--- src/rtl/fetch_stage_pkg.sv ---
// Shared definitions for the instruction fetch stage: word size, NOP encoding,
// base opcodes, fetch FSM encoding and the instruction buffer entry layout.
package fetch_stage_pkg;

  localparam int WORD_SIZE = 32;

  // ADDI x0, x0, 0 -- presented to decode whenever no instruction is valid
  localparam logic [WORD_SIZE-1:0] NOP_INSTR       = 32'h0000_0013;
  localparam logic [WORD_SIZE-1:0] WORD_ALIGN_MASK = 32'hFFFF_FFFC;
  localparam logic [WORD_SIZE-1:0] PC_STEP         = 32'd4;

  // RV32I base opcodes (bits [6:0] of an instruction)
  localparam logic [6:0] OPC_LOAD   = 7'b000_0011;
  localparam logic [6:0] OPC_OP_IMM = 7'b001_0011;
  localparam logic [6:0] OPC_AUIPC  = 7'b001_0111;
  localparam logic [6:0] OPC_STORE  = 7'b010_0011;
  localparam logic [6:0] OPC_OP     = 7'b011_0011;
  localparam logic [6:0] OPC_LUI    = 7'b011_0111;
  localparam logic [6:0] OPC_BRANCH = 7'b110_0011;
  localparam logic [6:0] OPC_JALR   = 7'b110_0111;
  localparam logic [6:0] OPC_JAL    = 7'b110_1111;
  localparam logic [6:0] OPC_SYSTEM = 7'b111_0011;

  // IDLE: free to request; WAIT: response pending and wanted;
  // DROP: response pending but stale after a redirect
  typedef enum logic [1:0] {
    FS_IDLE = 2'd0,
    FS_WAIT = 2'd1,
    FS_DROP = 2'd2
  } fetch_state_e;

  typedef struct packed {
    logic [WORD_SIZE-1:0] instr;
    logic [WORD_SIZE-1:0] pc;
  } fetch_entry_t;

endpackage

--- src/rtl/fetch_fifo.sv ---
// Two-entry instruction buffer. Entry 0 is always the oldest; a pop shifts
// entry 1 down. Flush empties the buffer by clearing the count only.
module fetch_fifo
  import fetch_stage_pkg::*;
(
  input  logic         i_clk,
  input  logic         i_rst_n,
  input  logic         i_push,
  input  logic         i_pop,
  input  logic         i_flush,
  input  fetch_entry_t i_data,
  output fetch_entry_t o_data,
  output logic [1:0]   o_count
);

  logic [1:0]   r_count;
  fetch_entry_t r_slot0;
  fetch_entry_t r_slot1;
  logic         w_pop_ok;
  logic         w_push_ok;

  assign w_pop_ok  = i_pop && (r_count != 2'd0);
  // A push into a full buffer is only accepted when a pop frees a slot
  assign w_push_ok = i_push && ((r_count != 2'd2) || w_pop_ok);

  assign o_data  = r_slot0;
  assign o_count = r_count;

  // Occupancy: flush wins over push/pop; push+pop leaves it unchanged
  always_ff @(posedge i_clk) begin
    if (!i_rst_n) begin
      r_count <= 2'd0;
    end else if (i_flush) begin
      r_count <= 2'd0;
    end else if (w_push_ok && !w_pop_ok) begin
      r_count <= r_count + 2'd1;
    end else if (w_pop_ok && !w_push_ok) begin
      r_count <= r_count - 2'd1;
    end
  end

  // Entry storage: data only, validity is carried by the count
  always_ff @(posedge i_clk) begin
    if (w_pop_ok) begin
      if (r_count == 2'd2) begin
        r_slot0 <= r_slot1;
        if (i_push) begin
          r_slot1 <= i_data;
        end
      end else begin
        r_slot0 <= i_data;
      end
    end else if (w_push_ok) begin
      if (r_count == 2'd0) begin
        r_slot0 <= i_data;
      end else begin
        r_slot1 <= i_data;
      end
    end
  end

endmodule

--- src/rtl/fetch_stage.sv ---
// Instruction fetch stage: issues one word-aligned request at a time to the
// instruction memory, buffers up to two responses and hands them to decode.
// A redirect restarts fetch at the target and discards anything in flight.
module fetch_stage
  import fetch_stage_pkg::*;
#(
  parameter logic [WORD_SIZE-1:0] RESET_PC   = 32'h0000_0000,
  parameter int unsigned          FIFO_DEPTH = 2
) (
  input  logic                 i_clk,
  input  logic                 i_rst_n,
  output logic                 o_imem_req,
  output logic [WORD_SIZE-1:0] o_imem_addr,
  input  logic                 i_imem_gnt,
  input  logic                 i_imem_rvalid,
  input  logic [WORD_SIZE-1:0] i_imem_rdata,
  input  logic                 i_redirect,
  input  logic [WORD_SIZE-1:0] i_redirect_pc,
  output logic                 o_valid,
  input  logic                 i_ready,
  output logic [WORD_SIZE-1:0] o_instr,
  output logic [WORD_SIZE-1:0] o_pc
);

  fetch_state_e         r_state;
  logic [WORD_SIZE-1:0] r_pc;
  logic [WORD_SIZE-1:0] r_req_addr;

  logic                 w_outstanding;
  logic                 w_fire;
  logic                 w_push;
  logic                 w_pop;
  logic [1:0]           w_count;
  logic [WORD_SIZE-1:0] w_redirect_pc;
  fetch_entry_t         w_push_entry;
  fetch_entry_t         w_head;

  assign w_outstanding = (r_state != FS_IDLE);
  assign w_redirect_pc = i_redirect_pc & WORD_ALIGN_MASK;

  // Request only when a returning word is guaranteed a buffer slot; derived
  // from registered state so the buffer count is seen without a cycle of lag.
  assign o_imem_req  = i_rst_n && (r_state == FS_IDLE) &&
                       ((32'(w_count) + 32'(w_outstanding)) < FIFO_DEPTH);
  assign o_imem_addr = r_pc;
  assign w_fire      = o_imem_req && i_imem_gnt;

  // A response is kept only in WAIT and only if no redirect lands with it
  assign w_push       = (r_state == FS_WAIT) && i_imem_rvalid && !i_redirect;
  assign w_pop        = o_valid && i_ready;
  assign w_push_entry = '{instr: i_imem_rdata, pc: r_req_addr};

  // Fetch FSM and program counter; redirect overrides the grant increment
  always_ff @(posedge i_clk) begin
    if (!i_rst_n) begin
      r_state <= FS_IDLE;
      r_pc    <= RESET_PC;
    end else begin
      if (i_redirect) begin
        r_pc <= w_redirect_pc;
      end else if (w_fire) begin
        r_pc <= r_pc + PC_STEP;
      end
      case (r_state)
        FS_IDLE: begin
          if (w_fire) begin
            r_state <= i_redirect ? FS_DROP : FS_WAIT;
          end
        end
        FS_WAIT: begin
          if (i_imem_rvalid) begin
            r_state <= FS_IDLE;
          end else if (i_redirect) begin
            r_state <= FS_DROP;
          end
        end
        FS_DROP: begin
          if (i_imem_rvalid) begin
            r_state <= FS_IDLE;
          end
        end
        default: r_state <= FS_IDLE;
      endcase
    end
  end

  // Remember the address of the granted request to tag its response
  always_ff @(posedge i_clk) begin
    if (w_fire) begin
      r_req_addr <= r_pc;
    end
  end

  fetch_fifo u_fifo (
    .i_clk   (i_clk),
    .i_rst_n (i_rst_n),
    .i_push  (w_push),
    .i_pop   (w_pop),
    .i_flush (i_redirect),
    .i_data  (w_push_entry),
    .o_data  (w_head),
    .o_count (w_count)
  );

  assign o_valid = (w_count != 2'd0);
  assign o_instr = o_valid ? w_head.instr : NOP_INSTR;
  assign o_pc    = o_valid ? w_head.pc    : '0;

endmodule

--- config.mk ---
export PLATFORM = sky130hd
export DESIGN_NAME = fetch_stage
export DESIGN_NICKNAME = d
export VERILOG_FILES = /design/src/rtl/fetch_stage_pkg.sv /design/src/rtl/fetch_fifo.sv /design/src/rtl/fetch_stage.sv
export SDC_FILE = /design/constraint.sdc
export NUM_CORES = 1
export LEC_CHECK = 0
export CAP_MARGIN = 20
export CORE_MARGIN = 4
export CORE_UTILIZATION = 30
export DETAILED_ROUTE_END_ITERATION = 8
export PLACE_DENSITY = 0.6
export SLEW_MARGIN = 20
export SYNTH_ARGS = -nofsm -noshare
export SYNTH_HDL_FRONTEND = slang
export SYNTH_SLANG_ARGS = --single-unit
--- constraint.sdc ---
create_clock -name i_clk -period 6.4 [get_ports i_clk]
set_clock_uncertainty 0.15 [all_clocks]
set_input_delay 1.28 -clock i_clk [delete_from_list [all_inputs] [get_ports i_clk]]
set_output_delay 1.28 -clock i_clk [all_outputs]
set_load 0.01 [all_outputs]
==> results of run 1 <==
## worst paths after layout
kind | startpoint | end | slack, ps | depth (start not counted)
min | r_req_addr[3] | u_fifo.r_slot1[3] | 290 | 0
max reg2reg | u_fifo.o_count[1] | u_fifo.r_slot1[20] | 3410 | 6
max | i_rst_n | o_imem_req | 1780 | 5
min reg2reg | r_req_addr[3] | u_fifo.r_slot1[3] | 290 | 0
## routing by layer
layer | vias to the layer above | share of wire
li1 | 2410 | -
met1 | 2449 | 0.46
met2 | 162 | 0.45
met3 | 21 | 0.075
met4 | 0 | 0.012
met5 | - | 0
## worst register-to-register path, delay by kind of cell (launching register included)
kind / cells / cell delay [ps]
buffers and inverters: 2 / 790
AND/OR/NAND/NOR: 3 / 960
adder cells (fa/ha/maj): 1 / 250
flip-flops: 1 / 470
## synth_stat cells (all sizes together) (2+ instances only)
cell type  count  area (sq um)
a211oi         4          30.0
a21oi          6          30.0
a311oi         2          17.5
a31oi         13          81.3
a32oi          6          52.6
and2          64           403
and3           8          51.3
and4           7          63.8
buf            8          46.3
clkbuf        27           123
dfxtp         34           681
edfxtp       154          4620
ha             3          37.5
inv            6          22.5
mux2          62           698
nand2         17          66.3
nand2b         4          25.0
nand3         15          80.1
nand3b         3          22.5
nand4         10          68.8
nor2          11          41.3
nor3           5          25.0
nor4b          2          32.5
o21ai         32           160
o31ai          9          67.6
or2            2          12.5
or3            8          50.1
or4           13          98.9
xnor2          3          26.3
xor2           9          78.8
## final cells by class
cell class	instances	area [sq um]
Sequential cell	188	5310
Clock buffer	17	425
Tap cell	335	419
Timing Repair Buffer	170	1700
Inverter	7	26.3
Multi-Input combinational cell	328	2400
Fill cell	2432	15500
Clock inverter	15	135
## cell families (layout without fill, tap and decap cells)
logic type / Yosys count / count (layout) / share of synthesized area
mux: 62 / 62 / 0.0887
flops: 188 / 188 / 0.674
other cells: 1 / 4 / 0.000476
buf+inv: 42 / 209 / 0.0248
fa+ha+maj: 3 / 3 / 0.00477
compound gates: 74 / 74 / 0.0579
xor+xnor: 12 / 12 / 0.0134
simple gates: 173 / 173 / 0.136
## registers in the layout (all words and copies together) (netlist names)
name,cells
r_req_addr,30
u_fifo.o_count,2
r_state,2
u_fifo.o_data,62
o_imem_addr,30
u_fifo.r_slot1,62
## power groups by stage
stage	Sequential, mW	Combinational (mW)	Clock (mW)
6_report	1.39	0.176	1.00
5_1_grt	1.39	0.191	1.09
4_1_cts	1.39	0.178	1.04
3_5_place_dp	1.42	0.177	0
3_3_place_gp	1.42	0.175	0
2_1_floorplan	1.41	0.0720	0
==> impl_metrics.json, run 1 <==
{
  "grt_pass1_wl_mm": 28.9,
  "p_leak_nw": 3.43,
  "cp_slowest_stage_delay_ps": 570,
  "slew_violations": 0,
  "preCtsSetupSlack_ps": 1760,
  "combPwrFrac": 0.069,
  "use_met2": 0.197,
  "rsz0062_at_grt": "false",
  "final-hold-violation-count": 0,
  "synthFlopType": "edfxtp_1",
  "routed_wl_mm": 18.9,
  "clkLatencyLatePin_ps": 430,
  "worst_slew_pin_slew_ps": 870,
  "slew_headroom": 0.420,
  "cts.sinks": 188,
  "powerDensity_mw_per_mm2": 246,
  "fin_cells": 1060,
  "worst_slack_ps": 1780,
  "cts_resized": 0,
  "critical-path-top-delay-family": "buffers and inverters",
  "place_area_sq_mm": 0.00982,
  "critPathSlowestCell": "clkdlybuf4s50_1",
  "final_cell_area_sq_mm": 0.0104,
  "ys_async_sr_fraction": 0,
  "p_int_mw": 1.97,
  "synth-edff-count": 154,
  "status": "finished clean",
  "dr.pass1.iters": 4,
  "ir_drop_mv": 0.116,
  "post-route-min-period_ps": 4620,
  "grt-ovfl-total": 0,
  "die_height_um": 170,
  "crit_arrival_ps": 3190,
  "drt_iter0_drc": 335,
  "synth.distinct_cells": 50,
  "htreeDepth": 4,
  "core_area_sq_mm": 0.0259,
  "max_cap_viol_count": 0,
  "dp_cells": 1027,
  "crit_type": "in2out",
  "rows": 59,
  "grt_use_met3": 0.0365,
  "p_sw_mw": 0.598,
  "synthCells": 555,
  "yosys_register_bits": 188,
  "path_buf_inv": 4,
  "ys_warn_count": 0,
  "avgSynthCellArea_sq_um": 14.2,
  "via_per_inst": 4.76,
  "drtAntennaViolNets": 0,
  "place.gp.congestion": 0.777,
  "clock-root-buffer": "clkbuf_16",
  "cp_max_fo": 38,
  "setup_viol": 0,
  "track_usage": 0.129,
  "clockBufferDepth": 2,
  "fin_tns_setup_ps": 0,
  "cts_tree": "yes",
  "die_area_sq_mm": 0.0289,
  "critPathCaptureType": "output pin",
  "total_power_mw": 2.56,
  "drive_above_1_share": 0.161,
  "synthesis.area_sq_mm": 0.00787,
  "n_antenna_cell": 0,
  "finalCoreUtilization": 0.402,
  "initial_core_util": 0.304,
  "seq_area_frac_synth": 0.674,
  "use_met1": 0.178,
  "antenna_found_initial": 0,
  "fmax_mhz": 217,
  "hold_path.class": "reg2reg",
  "routedWlPerCell_um": 17.8,
  "dp_hpwl_mm": 12.3,
  "fin_nets": 785,
  "area_growth_pct": 32.2,
  "final_cell_mix": "clkdlybuf4s50_1, edfxtp_1, mux2_2, and2_1, dfxtp_1",
  "final_common_cell": "clkdlybuf4s50_1",
  "hold-worst-slack_ps": 292,
  "pwr-share-clk": 0.390,
  "grt_max_degree": 67,
  "required_ps": 4970,
  "crit_chain": "clkdlybuf4s50_1 > buf_4 > nor4b_4 > buf_4 > clkdlybuf4s50_1",
  "io_buffer_count": 161,
  "seqPwrFrac": 0.541,
  "cts_hold_buf": 0,
  "cp-start-kind": "primary input",
  "dieWidth_um": 170,
  "drcViolationCount": 0,
  "busiest_layer": "met2",
  "vias": 5042,
  "grt_pass1_vias": 4930,
  "fin_crit_sh": 0.721,
  "switching_share": 0.233,
  "ioPinCount": 168,
  "postCtsSetupRepairBufs": 0,
  "cts_buffers": 17,
  "clkTransAtPathRegs_ps": 70
}
(Power assumes the default switching activity.)
==> run 2, diff against run 1 <==
- clock period: 6.4 -> 4.24 ns (I/O delays scaled with it)
==> impl_metrics.json, run 2 (same netlist as run 1, synthesis figures left out) <==
{
  "status": "finished clean",
  "area_growth_pct": 33.2,
  "hold_path.class": "reg2reg",
  "p_leak_nw": 3.47,
  "grt_pass1_vias": 4970,
  "io_buffer_count": 161,
  "cts.sinks": 188,
  "vias": 5047,
  "slew_violations": 0,
  "rows": 59,
  "n_antenna_cell": 0,
  "place.gp.congestion": 0.762,
  "final_cell_mix": "clkdlybuf4s50_1, edfxtp_1, mux2_2, and2_1, dfxtp_1",
  "reg2reg_to": "u_fifo.r_slot1[12]",
  "required_ps": 3240,
  "cts_resized": 0,
  "worst_slew_pin_slew_ps": 960,
  "max_cap_viol_count": 0,
  "fin_crit_sh": 0.843,
  "dp_hpwl_mm": 12.7,
  "setup_viol": 0,
  "dp_cells": 1030,
  "clkLatencyLatePin_ps": 420,
  "dieWidth_um": 170,
  "drive_above_1_share": 0.164,
  "combPwrFrac": 0.067,
  "grt_pass1_wl_mm": 29.4,
  "drtAntennaViolNets": 0,
  "via_per_inst": 4.75,
  "cp-start-kind": "flop",
  "ioPinCount": 168,
  "hold_depth": 0,
  "total_power_mw": 3.99,
  "dr.pass1.iters": 4,
  "clock-root-buffer": "clkbuf_16",
  "worstRegToRegCells": 5,
  "finalCoreUtilization": 0.405,
  "postCtsSetupRepairBufs": 0,
  "cts_buffers": 17,
  "pwr-share-clk": 0.408,
  "preCtsSetupSlack_ps": 774,
  "post-route-min-period_ps": 3570,
  "critPathCaptureType": "output pin",
  "drt_iter0_drc": 433,
  "fin_nets": 787,
  "p_sw_mw": 0.899,
  "holdPathEnd": "u_fifo.r_slot1[7]",
  "worst_slack_ps": 666,
  "fin_cells": 1062,
  "clkTransAtPathRegs_ps": 70,
  "r2r_slack_ps": 1280,
  "crit_arrival_ps": 2580,
  "cp_max_fo": 39,
  "die_height_um": 170,
  "fin_tns_setup_ps": 0,
  "final-hold-violation-count": 0,
  "rsz0062_at_grt": "false",
  "die_area_sq_mm": 0.0289,
  "p_int_mw": 3.09,
  "grt-ovfl-total": 0,
  "crit_type": "reg2out",
  "hold-worst-slack_ps": 297,
  "htreeDepth": 4,
  "antenna_found_initial": 1,
  "routedWlPerCell_um": 17.8,
  "initial_core_util": 0.304,
  "cts_hold_buf": 0,
  "ir_drop_mv": 0.211,
  "worstReg2RegStart": "u_fifo.o_count[1]",
  "final_common_cell": "clkdlybuf4s50_1",
  "place_area_sq_mm": 0.00988,
  "seqPwrFrac": 0.525,
  "core_area_sq_mm": 0.0259,
  "clockBufferDepth": 2,
  "fmax_mhz": 280,
  "switching_share": 0.225,
  "final_cell_area_sq_mm": 0.0105,
  "track_usage": 0.131,
  "powerDensity_mw_per_mm2": 381,
  "routed_wl_mm": 18.9,
  "slew_headroom": 0.358,
  "hold_path_startpoint": "r_req_addr[7]",
  "grt_max_degree": 55,
  "cts_tree": "yes",
  "drcViolationCount": 0
}
## run 2: final cells by class
| type | count | area (sq um) |
|---|---|---|
| Fill cell | 2462 | 15400 |
| Sequential cell | 188 | 5310 |
| Multi-Input combinational cell | 328 | 2400 |
| Timing Repair Buffer | 172 | 1730 |
| Clock buffer | 17 | 425 |
| Tap cell | 335 | 419 |
| Clock inverter | 15 | 179 |
| Inverter | 7 | 26.3 |
## run 2: layer usage
layer  GRT usage  up-vias  routed length (um)  part of all wire
li1            -     2422                   -                 -
met1       0.181     2452                8760              0.46
met2       0.202      160                8610              0.45
met3      0.0437       11                1410             0.075
met4      0.0271        2                 134            0.0071
met5           0        -                  12           0.00063
## run 2: how the worst max path moves through the flow
stage	endpoint	start	depth (start not counted)
5_1_grt	o_instr[28]	u_fifo.o_count[1]	4
6_report	o_instr[28]	u_fifo.o_count[1]	4
3_5_place_dp	u_fifo.r_slot1[17]	i_imem_rvalid	6
4_1_cts	o_pc[26]	u_fifo.o_count[1]	4
3_3_place_gp	u_fifo.r_slot1[19]	i_redirect	7
2_1_floorplan	u_fifo.r_slot1[10]	i_redirect	5
## run 2: power by group through the flow
stage	logic, mW	registers, mW	clock network (mW)
2_1_floorplan	0.109	2.13	0
3_5_place_dp	0.270	2.14	0
4_1_cts	0.272	2.10	1.68
6_report	0.269	2.10	1.63
5_1_grt	0.293	2.10	1.76
3_3_place_gp	0.268	2.14	0
## run 2: critical path: stages, from the launching register on
cell,delay [ps]
dfxtp_1,460
or2_2,630
buf_4,350
and2_1,160
clkdlybuf4s50_1,550
==> run 3, diff against run 2 <==
- PLACE_DENSITY: 0.6 -> 0.58
- clock period: 4.24 -> 3.55 ns (I/O delays scaled with it)
==> impl_metrics.json, run 3 (same netlist as run 1, synthesis figures left out) <==
{
  "powerDensity_mw_per_mm2": 449,
  "rows": 59,
  "drt_iter0_drc": 347,
  "final_cell_mix": "clkdlybuf4s50_1, edfxtp_1, mux2_2, and2_1, dfxtp_1",
  "worst_slew_pin_slew_ps": 688,
  "hold_path.class": "reg2reg",
  "n_antenna_cell": 0,
  "r2r_slack_ps": 1020,
  "routedWlPerCell_um": 17.3,
  "fmax_mhz": 320,
  "grt_max_degree": 63,
  "ir_drop_mv": 0.179,
  "die_height_um": 170,
  "final_cell_area_sq_mm": 0.0105,
  "drcViolationCount": 0,
  "hold-worst-slack_ps": 300,
  "die_area_sq_mm": 0.0289,
  "htreeDepth": 4,
  "clockBufferDepth": 2,
  "finalCoreUtilization": 0.405,
  "max_cap_viol_count": 0,
  "status": "finished clean",
  "cp_max_fo": 17,
  "dp_cells": 1033,
  "critPathCaptureType": "output pin",
  "fin_cells": 1065,
  "slew_violations": 0,
  "track_usage": 0.129,
  "cts_hold_buf": 0,
  "final-hold-violation-count": 0,
  "grt-ovfl-total": 0,
  "grt_pass1_vias": 4850,
  "ioPinCount": 168,
  "clkLatencyLatePin_ps": 430,
  "vias": 4987,
  "cts_resized": 0,
  "fin_nets": 790,
  "clock-root-buffer": "clkbuf_16",
  "grt_pass1_wl_mm": 28.8,
  "final_common_cell": "clkdlybuf4s50_1",
  "routed_wl_mm": 18.4,
  "crit_type": "reg2out",
  "clkTransAtPathRegs_ps": 80,
  "antenna_found_initial": 2,
  "cts_tree": "yes",
  "slew_headroom": 0.540,
  "via_per_inst": 4.68,
  "fin_tns_setup_ps": 0,
  "total_power_mw": 4.71,
  "cp-start-kind": "flop",
  "fin_crit_sh": 0.881,
  "dr.pass1.iters": 4,
  "core_area_sq_mm": 0.0259,
  "initial_core_util": 0.304,
  "rsz0062_at_grt": "false",
  "fill_cells": 2390,
  "io_buffer_count": 161,
  "setup_viol": 0,
  "p_leak_nw": 3.49,
  "crit_arrival_ps": 2270,
  "drive_above_1_share": 0.167,
  "dp_hpwl_mm": 12.3,
  "post-route-min-period_ps": 3130,
  "cts.sinks": 188,
  "postCtsSetupRepairBufs": 0,
  "place_area_sq_mm": 0.00992,
  "drtAntennaViolNets": 0,
  "worst_slack_ps": 423,
  "required_ps": 2690,
  "area_growth_pct": 33.4,
  "preCtsSetupSlack_ps": 440,
  "dieWidth_um": 170,
  "place.gp.congestion": 0.786,
  "cts_buffers": 17
}
run 3: cell count changes in the layout (fill, tap and decap cells not counted):
| cell | before | now |
|---|---|---|
| inv_8 | 2 | 7 |
| buf_4 | 8 | 10 |
| bufinv_16 | 2 | 0 |
| clkinvlp_4 | 3 | 1 |
| inv_6 | 4 | 2 |
| buf_12 | 3 | 4 |
| clkbuf_8 | 0 | 1 |
| clkinv_2 | 1 | 0 |
| clkinv_4 | 2 | 3 |
run 3: worst paths after layout:
check / depth (start not counted) / start / endpoint
worst min-delay path: 0 / r_req_addr[6] / u_fifo.r_slot1[6]
worst max-delay path: 4 / u_fifo.o_count[1] / o_instr[6]
worst min register to register: 0 / r_req_addr[6] / u_fifo.r_slot1[6]
worst max register to register: 4 / o_imem_addr[12] / o_imem_addr[24]
run 3: critical path, cell delays in order, from the launching register on:
cell             delay (ps)
dfxtp_1                 450
or2_2                   470
buf_4                   250
and2_1                  140
clkdlybuf4s50_1         530
run 3: cell type report:
| class | count | area, sq um | area share |
|---|---|---|---|
| clock buffer | 18 | 439 | 0.0418 |
| clock inverter | 14 | 146 | 0.0139 |
| inverter | 7 | 26.3 | 0.00250 |
| multi-input combinational | 328 | 2400 | 0.228 |
| sequential | 188 | 5310 | 0.505 |
| tap | 335 | 419 | 0.0399 |
| timing repair buffer | 175 | 1770 | 0.168 |
run 3: power breakdown:
| group | switching [mW] | leakage, nW | internal (mW) |
|---|---|---|---|
| Clock | 0.927 | 0.287 | 0.964 |
| Sequential | 0.0599 | 1.68 | 2.44 |
| Combinational | 0.135 | 1.52 | 0.185 |
run 3: layer usage:
| layer | track usage | share of wire | vias to the layer above |
|---|---|---|---|
| li1 | - | - | 2438 |
| met1 | 0.178 | 0.47 | 2391 |
| met2 | 0.197 | 0.46 | 136 |
| met3 | 0.0388 | 0.068 | 18 |
| met4 | 0.0354 | 0.0094 | 4 |
| met5 | 0 | 0.00081 | - |
==> variant, RTL diff (settings of run 3) <==
Make the reset (`i_rst_n`) asynchronous in 2 clocked blocks.
--- a/src/rtl/fetch_fifo.sv
+++ b/src/rtl/fetch_fifo.sv
@@ -27,7 +27,7 @@
   assign o_count = r_count;
 
   // Occupancy: flush wins over push/pop; push+pop leaves it unchanged
-  always_ff @(posedge i_clk) begin
+  always_ff @(posedge i_clk or negedge i_rst_n) begin
     if (!i_rst_n) begin
       r_count <= 2'd0;
     end else if (i_flush) begin
--- a/src/rtl/fetch_stage.sv
+++ b/src/rtl/fetch_stage.sv
@@ -51,7 +51,7 @@
   assign w_push_entry = '{instr: i_imem_rdata, pc: r_req_addr};
 
   // Fetch FSM and program counter; redirect overrides the grant increment
-  always_ff @(posedge i_clk) begin
+  always_ff @(posedge i_clk or negedge i_rst_n) begin
     if (!i_rst_n) begin
       r_state <= FS_IDLE;
       r_pc    <= RESET_PC;
Function: differs if i_rst_n is asserted again (counterexample within 4 cycles, from zero or initial values and one cycle with i_rst_n low); with i_rst_n held inactive, the same outputs for 4 cycles.
==> variant against run 3 <==
Synthesized area up 0.51%. Wire length down 1.8%. Worst setup slack worse by 0.041 ns. Critical path depth unchanged. Via count down 1.0%. Design area up 0.69%. Sequential share of layout area up 1.3 points. Total power up 2.1%. Sequential cell count unchanged. Largest cell class unchanged.
==> variant: results (changes against run 3) <==
initial antenna violation count: 0 (-2)
Data arrival, critical path: 2.31 ns (+0.04 ns)
Skew-Pair Late Insertion Delay: 0.42 ns
largest net degree at the start of global routing: 57 (-9.5%)
Total Routing Usage GR: 12.6% (-0.27 points)
met3 Use GR: 2.97% (-0.91 points)
Seq/Total Area, Yosys: 69.2% (+1.8 points)
share of layout cells above drive strength 1: 16.0% (-0.67 points)
placer congestion estimate: 0.747 (-5.0%)
Max rail drop VDD: 0.000250 V (+40%)
CP max-delay cell: or2_2
first-iteration detailed-routing DRC count: 259 (-25%)
average wire per standard cell: 17.2 um (-0.54%)
CTS buffer count: 17 (unchanged)
Pre-Repair DR Iteration Count: 4 (unchanged)
status: complete, no violations
Largest stage delay, worst path: 0.50 ns (-0.03 ns)
Final Max Tran Viols: 0 (unchanged)
synth unique cells: 44 (-12%)
Post-synth top cells: 154 x edfxtp_1, 63 x mux2_2, 62 x and2_1, 34 x dfrtp_1, 26 x clkbuf_1
first-pass GRT wire length: 28.3 mm (-1.5%)
R2R setup slack: 0.92 ns (-0.10 ns)
Max transition margin: 55.5% (+1.6 points)
M1 GR Usage: 17.6% (-0.20 points)
Port-buffer cells: 161 (unchanged)
vias in the first global route: 4915 (+1.3%)
Static Leak: 3.59 nW (+2.9%)
R2R cell count: 5 (+1)
Final HPWL DP: 12.2 mm (-1.1%)
Synth area leaders: edfxtp_1 58%, dfrtp_1 11%, mux2_2 9.0%, and2_1 4.9%, or4_1 1.3%
Max clock buf depth: 2 (unchanged)
DR vias/cell: 4.69 (+0.20%)
post-CTS resize count: 0 (unchanged)
Place WS: 0.468 ns (+0.0279 ns)
CP max FO: 36 (+19)
Synth async-reset ratio: 18.1% (+18 points)
met2 usage: 19.8% (+0.042 points)
Post-synth EDFFs: 154 (unchanged)
r2r startpoint: u_fifo.o_count[1]
nets: 775 (-1.9%)
RR Endpoint: o_imem_addr[28]
type of the tightest min-delay check: in -> async
Syn. warnings: 0 (unchanged)
setup bufs post-CTS: 0 (unchanged)
[variant: cell types whose count changed in the layout (fill, tap and decap cells not counted), sizes merged, moves of 6 or more]
cell | before | now
nor2 | 11 | 17
a32oi | 6 | 0
o21ai | 32 | 15
dfxtp | 34 | 0
dfrtp | 0 | 34
[variant: worst register-to-register path, stage by stage, from the launching register on]
cell and delay, ns:
dfrtp_1 0.45, or4b_4 0.62, clkinv_4 0.12, nand4_4 0.38, or4_1 0.65, a31oi_1 0.19
[variant: layout make-up]
| cell class | count | area, um^2 |
|---|---|---|
| clock inverter | 14 | 150 |
| tap | 335 | 419 |
| clock buffer | 18 | 439 |
| inverter | 7 | 31.3 |
| fill | 2448 | 15400 |
| timing repair buffer | 173 | 1760 |
| multi-input combinational | 317 | 2300 |
| sequential | 188 | 5480 |
[variant: how the worst max path moves through the flow]
stage | start | end | depth (start not counted) | slack (ns)
6_report | u_fifo.o_count[1] | o_pc[2] | 4 | 0.38
5_1_grt | u_fifo.o_count[1] | o_pc[2] | 4 | 0.23
4_1_cts | u_fifo.o_count[1] | o_pc[23] | 4 | 0.33
3_5_place_dp | i_imem_rvalid | u_fifo.o_data[58] | 4 | 0.47
3_3_place_gp | i_imem_rvalid | u_fifo.o_data[58] | 4 | 0.53
2_1_floorplan | u_fifo.o_count[0] | u_fifo.o_data[10] | 4 | 0.18
[variant: metrics by stage]
stage / area (um^2) / std cells / hold WS, ns
after floorplan: 7940 / 545 / 0.264
after global placement: 9980 / 1020 / 0.284
after detailed placement: 9980 / 1020 / 0.286
after CTS: 10600 / 1052 / 0.223
after global routing: 10600 / 1052 / 0.246
final: 10600 / 1052 / 0.227
[variant: routing by layer]
metal | wire, um | up-vias
li1 | - | 2369
met1 | 8780 | 2422
met2 | 8350 | 137
met3 | 841 | 8
met4 | 144 | 0
met5 | 0 | -
[variant: report_power, final]
group | total, W | internal (W) | switching (W)
sequential | 0.00255 | 0.00247 | 0.0000781
clock | 0.00188 | 0.000963 | 0.000916
combinational | 0.000388 | 0.000216 | 0.000171
total | 0.00481 | 0.00365 | 0.00117
[variant: kinds of logic after synthesis]
| group | synth area share (%) |
|---|---|
| adders and majority gates | 0.158 |
| DFF | 69.2 |
| other | 0.0474 |
| muxes | 9.09 |
| AOI/OAI and AO/OA | 4.70 |
| buffers and inverters | 2.26 |
| xor gates and xnor gates | 0.886 |
| and+or+nand+nor | 13.7 |
